**config.mk**
```make
export PLATFORM = sky130hd
export DESIGN_NAME = usb_rx_txn_ctrl
export DESIGN_NICKNAME = d
export VERILOG_FILES = /design/src/rtl/usb_rx_txn_ctrl.sv
export SDC_FILE = /design/constraint.sdc
export NUM_CORES = 1
export LEC_CHECK = 0
export ABC_AREA = 1
export BUFFER_PORTS_ARGS = -buffer_cell sky130_fd_sc_hd__buf_2
export CORE_ASPECT_RATIO = 0.5
export CORE_MARGIN = 5
export CORE_UTILIZATION = 40
export DETAILED_ROUTE_END_ITERATION = 6
export PLACE_DENSITY = 0.79
export SYNTH_ARGS = -nofsm -noshare
export SYNTH_HDL_FRONTEND = slang
export SYNTH_SLANG_ARGS = --single-unit
```
**constraint.sdc**
```tcl
create_clock -name clock -period 2.6 [get_ports clock]
set_input_delay 0.52 -clock clock [delete_from_list [all_inputs] [get_ports clock]]
set_output_delay 0.52 -clock clock [all_outputs]
set_load 0.05 [all_outputs]
```
**src/rtl/usb_rx_txn_ctrl.sv**
```systemverilog
`default_nettype none
// ============================================================================
// Module   : usb_rx_txn_ctrl
// Brief    : Host transaction sequencer: send packet, classify the device
//            response (ACK/NAK/DATA0/timeout), host-ACK good IN data, retry.
//            Optional error counter enabled by macro USB_RX_ERR_COUNT_EN.
// Revision : 1.0
// ============================================================================
module usb_rx_txn_ctrl #(
  parameter int TIMEOUT_CYCLES = 255,
  parameter int MAX_RETRY      = 8
) (
  input  logic        clock,
  input  logic        reset,
  input  logic        txn_start,
  input  logic        txn_is_in,
  output logic        tx_req,
  output logic        tx_ack_req,
  input  logic        tx_done,
  input  logic        rec_ACK,
  input  logic        rec_NAK,
  input  logic        rec_DATA0,
  input  logic        data_valid,
  input  logic [63:0] data_rec,
  output logic        rx_enable,
  output logic        busy,
  output logic        txn_done,
  output logic        txn_ok,
  output logic [63:0] txn_data,
  output logic [3:0]  retries_used,
  output logic [7:0]  err_count
);

  localparam int                 c_cnt_w     = $clog2(TIMEOUT_CYCLES + 1);
  localparam logic [c_cnt_w-1:0] c_cnt_last  = c_cnt_w'(TIMEOUT_CYCLES - 1);
  localparam logic [3:0]         c_max_retry = 4'(MAX_RETRY);

  typedef enum logic [2:0] {
    S_IDLE        = 3'd0,
    S_SEND        = 3'd1,
    S_WAIT_TX     = 3'd2,
    S_WAIT_RESP   = 3'd3,
    S_SEND_ACK    = 3'd4,
    S_WAIT_ACK_TX = 3'd5,
    S_RETRY       = 3'd6,
    S_FINISH      = 3'd7
  } state_t;

  state_t             r_state;
  state_t             w_next;
  logic               r_is_in;
  logic [c_cnt_w-1:0] r_cnt;
  logic               r_ok;
  logic [63:0]        r_data;
  logic [3:0]         r_retries;
  logic               w_finish_ok;
  logic               w_finish_fail;
  logic               w_latch_data;

  always_comb begin
    w_next        = r_state;
    w_finish_ok   = 1'b0;
    w_finish_fail = 1'b0;
    w_latch_data  = 1'b0;
    case (r_state)
      S_IDLE: begin
        if (txn_start) w_next = S_SEND;
      end
      S_SEND: w_next = S_WAIT_TX;
      S_WAIT_TX: begin
        if (tx_done) w_next = S_WAIT_RESP;
      end
      S_WAIT_RESP: begin
        // A response in the last window cycle still wins over the timeout
        if (rec_ACK) begin
          if (r_is_in) begin
            w_next = S_RETRY;
          end else begin
            w_next      = S_FINISH;
            w_finish_ok = 1'b1;
          end
        end else if (rec_NAK) begin
          w_next = S_RETRY;
        end else if (rec_DATA0) begin
          if (r_is_in && data_valid) begin
            w_next       = S_SEND_ACK;
            w_latch_data = 1'b1;
          end else begin
            w_next = S_RETRY;
          end
        end else if (r_cnt == c_cnt_last) begin
          w_next = S_RETRY;
        end
      end
      S_SEND_ACK: w_next = S_WAIT_ACK_TX;
      S_WAIT_ACK_TX: begin
        if (tx_done) begin
          w_next      = S_FINISH;
          w_finish_ok = 1'b1;
        end
      end
      S_RETRY: begin
        if (r_retries == c_max_retry) begin
          w_next        = S_FINISH;
          w_finish_fail = 1'b1;
        end else begin
          w_next = S_SEND;
        end
      end
      S_FINISH: w_next = S_IDLE;
      default:  w_next = S_IDLE;
    endcase
  end

  always_ff @(posedge clock) begin
    if (reset) begin
      r_state   <= S_IDLE;
      r_is_in   <= 1'b0;
      r_cnt     <= '0;
      r_ok      <= 1'b0;
      r_data    <= '0;
      r_retries <= '0;
    end else begin
      r_state <= w_next;
      if (r_state == S_IDLE && txn_start) begin
        r_is_in   <= txn_is_in;
        r_retries <= '0;
        r_ok      <= 1'b0;
      end
      if (r_state == S_WAIT_TX) begin
        r_cnt <= '0;
      end else if (r_state == S_WAIT_RESP) begin
        r_cnt <= r_cnt + 1'b1;
      end
      if (w_finish_ok) r_ok <= 1'b1;
      if (w_finish_fail) r_ok <= 1'b0;
      // The host ACK always completes, so latching here never exposes data of a failed transaction
      if (w_latch_data) r_data <= data_rec;
      if (r_state == S_RETRY && r_retries != c_max_retry) r_retries <= r_retries + 1'b1;
    end
  end

`ifdef USB_RX_ERR_COUNT_EN
  logic [7:0] r_err_count;

  always_ff @(posedge clock) begin
    if (reset) begin
      r_err_count <= '0;
    end else if (r_state == S_WAIT_RESP && w_next == S_RETRY && r_err_count != 8'hFF) begin
      r_err_count <= r_err_count + 1'b1;
    end
  end

  assign err_count = r_err_count;
`else
  assign err_count = 8'd0;
`endif

  assign tx_req       = (r_state == S_SEND);
  assign tx_ack_req   = (r_state == S_SEND_ACK);
  assign rx_enable    = (r_state == S_WAIT_RESP);
  assign busy         = (r_state != S_IDLE);
  assign txn_done     = (r_state == S_FINISH);
  assign txn_ok       = r_ok;
  assign txn_data     = r_data;
  assign retries_used = r_retries;

endmodule
`default_nettype wire
```
==> impl_results.md <==
* Final Routed Wirelength at about 8.5 mm
* Worst skew pair latency at approximately 0.33 ns
* M1 WL at 3.51 mm
* Setup Skew at ~0.0041 ns
* Die width at around 140 µm
* Design area at around 4200 µm²
* Worst-path fanout max at 5
* DR iter-0 viols at between 200 and 300
* CP Buf/Inv Count at 3
* DP Cell Count at around 680
* RSZ-0062 raised after global routing: false
* Seq pwr share at 45.3%
* Switch share at between 20 and 30%
* Final Hold Viols at 0
* Mapped Area at between 3000 and 4000 µm²
* Register bit total from synthesis at around 80
* Post-CTS Setup Repair Bufs at 0
* Outcome: complete, no violations
* Met2 wire length at 4.43 mm
* Initial antenna violation count at 0
* Synth unique cells at 25
* Sequential share of the synthesized area at 49.7%
* CORE AREA at between 7000 and 8000 µm²
* Final Max Slew Viols at 0
* Total power at between 2 and 3 mW
* Final setup viols at 0
* Highest routed layer: met4
* Met3 WL post-DR at roughly 350 µm
* Hold_buf cts at 0
* TritonCTS clock tree: done
* Fin crit share at approximately 78%
* Worst setup margin at between 0.5 and 0.6 ns
* Maxcap violations at 0
* I/O pins at ~160
* Root Driver: clkbuf_16
* Relative slew slack at between 30% and 40%
* Post-placement cell area at about 4000 µm²
* Time the worst path needs with I/O delays and setup at 2.02 ns
* Syn avg cell area at 7.43 µm²
* Least-Margin Pin Slew at 1.04 ns
* DR WL/cell at 12.3 µm
* Req. time, crit path at between 2 and 2.5 ns
* Initial Util at between 40 and 50%
* H-tree Lvls at 3
* Total GRT Usage at 16.7%
* Largest net degree at the start of global routing at 70
* Die footprint at just over 10,000 µm²
* First drt pass iteration count at 4
* Setup TNS at 0 ns
* Hold crit path type: in2reg
* Die height at about 74 µm
* Clk pwr share at between 30% and 40%
* Pwr dens at roughly 690 nW/µm²
* DP Worst Slack at between 0.6 and 0.7 ns
* P&R area growth vs syn at 30.0%
* Rows at 23
* Via/cell ratio at ~4.6
* Number of port buffers at 146
* Gr ovfl total at 0
* Number of global-route vias before repair at about 3,000
* Longest Clk Path Bufs at 2
* Most common cell after layout, fill and taps aside: nor2_1
* N_diodes at 0
* Worst EP arrival at approximately 1.5 ns
* Share of layout cells above drive strength 1 at between 20% and 30%
* First-pass GRT wire length at 13.4 mm
* Sw Pwr at around 0.8 mW
* Asr flop ratio synth at 0%
* Clock sink count at 81
* Final net count at between 600 and 700
* LEAKAGE at roughly 2.2 nW
* Max VDD drop at approximately 0.35 mV
* CP Launch Type: flop
* CP Cell Sequence: inv_1 -> nor2_1 -> inv_1 -> nor2_1 -> buf_2
* Comb pwr share at roughly 16%
* Slowest cell on crit path: dfxtp_1
* Worst-path clk slew at roughly 0.06 ns
* Synth Instances at ~440
* Delay-heaviest family, CP: buffers and inverters
* Max incr delay on CP at approximately 0.4 ns
* DP HPWL at about 6 mm
* Routability cong. at between 0.8 and 0.9
* Cell Int Power at between 2 and 2.5 mW
* Num CTS Buffers at 9
* Top FF cell, synth: dfxtp_1
* Crit end category: output pin
* Post-route antenna net violation count at 0
* Worst Path Class, Setup: reg2out
* Most frequent cells in the layout: nor2_1, buf_2, dfxtp_1
* Synth Warn # at 0
* Post-synth EDFFs at 0
* DR vias at roughly 3,200
* DRC errors left at 0
* Fmax at just under 500 MHz
* Final Non-Filler Cells at 692
* Post-CTS Resized at 0
[power groups by stage]
| stage | logic [mW] | clock network, mW | registers [mW] |
|---|---|---|---|
| after CTS | 0.467 | 1.17 | 1.32 |
| final | 0.466 | 1.13 | 1.32 |
| after detailed placement | 0.466 | 0 | 1.35 |
| after global routing | 0.517 | 1.22 | 1.33 |
| after global placement | 0.463 | 0 | 1.35 |
| after floorplan | 0.324 | 0 | 1.36 |
[worst register-to-register path, stage by stage (launching register included)]
cell,delay (ns)
dfxtp_1,0.40
inv_1,0.13
nand3_4,0.14
nor2_4,0.06
inv_2,0.73
nor2_1,0.11
nor2_1,0.15
[synth_stat cells, types with 5 or more instances]
library cell  count  area share, %
a21oi_1          14            2.1
buf_2             6           0.92
buf_4             8            1.8
buf_6             7            2.4
clkbuf_1          5           0.58
dfxtp_1          81             50
inv_1            28            3.2
nand2_1          33            3.8
nand3_1          14            2.1
nor2_1          151             17
o21ai_0          32            4.9
o21ai_1          40            6.1
[flip-flops by register name, indices dropped and copies added (netlist names)]
name / flops
txn_data: 64
r_cnt: 8
retries_used: 4
r_state: 3
r_is_in: 1
txn_ok: 1
[logic make-up after synthesis]
family,share of synthesized area (%)
XOR/XNOR,0.269
adder cells (fa/ha/maj),1.53
buffers and inverters,9.36
AND/OR/NAND/NOR,25.6
other,0.115
AO/OA/AOI/OAI,13.4
flip-flops,49.7
[layer usage]
| metal | global-route usage [%] | vias up |
|---|---|---|
| li1 | - | 1656 |
| met1 | 18.1 | 1449 |
| met2 | 30.9 | 79 |
| met3 | 4.17 | 13 |
| met4 | 8.11 | 0 |
| met5 | 0 | - |
[worst paths after layout]
| path | startpoint | to | slack (ns) | cells after the start |
|---|---|---|---|---|
| setup / recovery | r_state[2] | tx_ack_req | 0.58 | 5 |
| hold / removal | data_rec[55] | txn_data[55] | 0.41 | 3 |
| setup reg to reg | r_state[2] | txn_data[2] | 0.82 | 6 |
| hold reg to reg | r_cnt[7] | r_cnt[7] | 0.47 | 2 |
[per-stage QoR]
| step | hold WS, ns | utilization, % |
|---|---|---|
| 2_1_floorplan | 0.444 | - |
| 3_3_place_gp | 0.452 | 49.9 |
| 3_5_place_dp | 0.464 | 49.9 |
| 4_1_cts | 0.398 | 53.2 |
| 5_1_grt | 0.410 | 53.2 |
| 6_report | 0.413 | 53.2 |
[cell type report]
type / count / area [µm²]
repair buffers: 148 / 746
well taps: 112 / 140
clock buffers: 14 / 264
multi-input cells: 308 / 1360
fillers: 768 / 3730
flip-flops and latches: 81 / 1620
inverters: 29 / 109
Note: power is estimated with default switching activity, not from simulation.
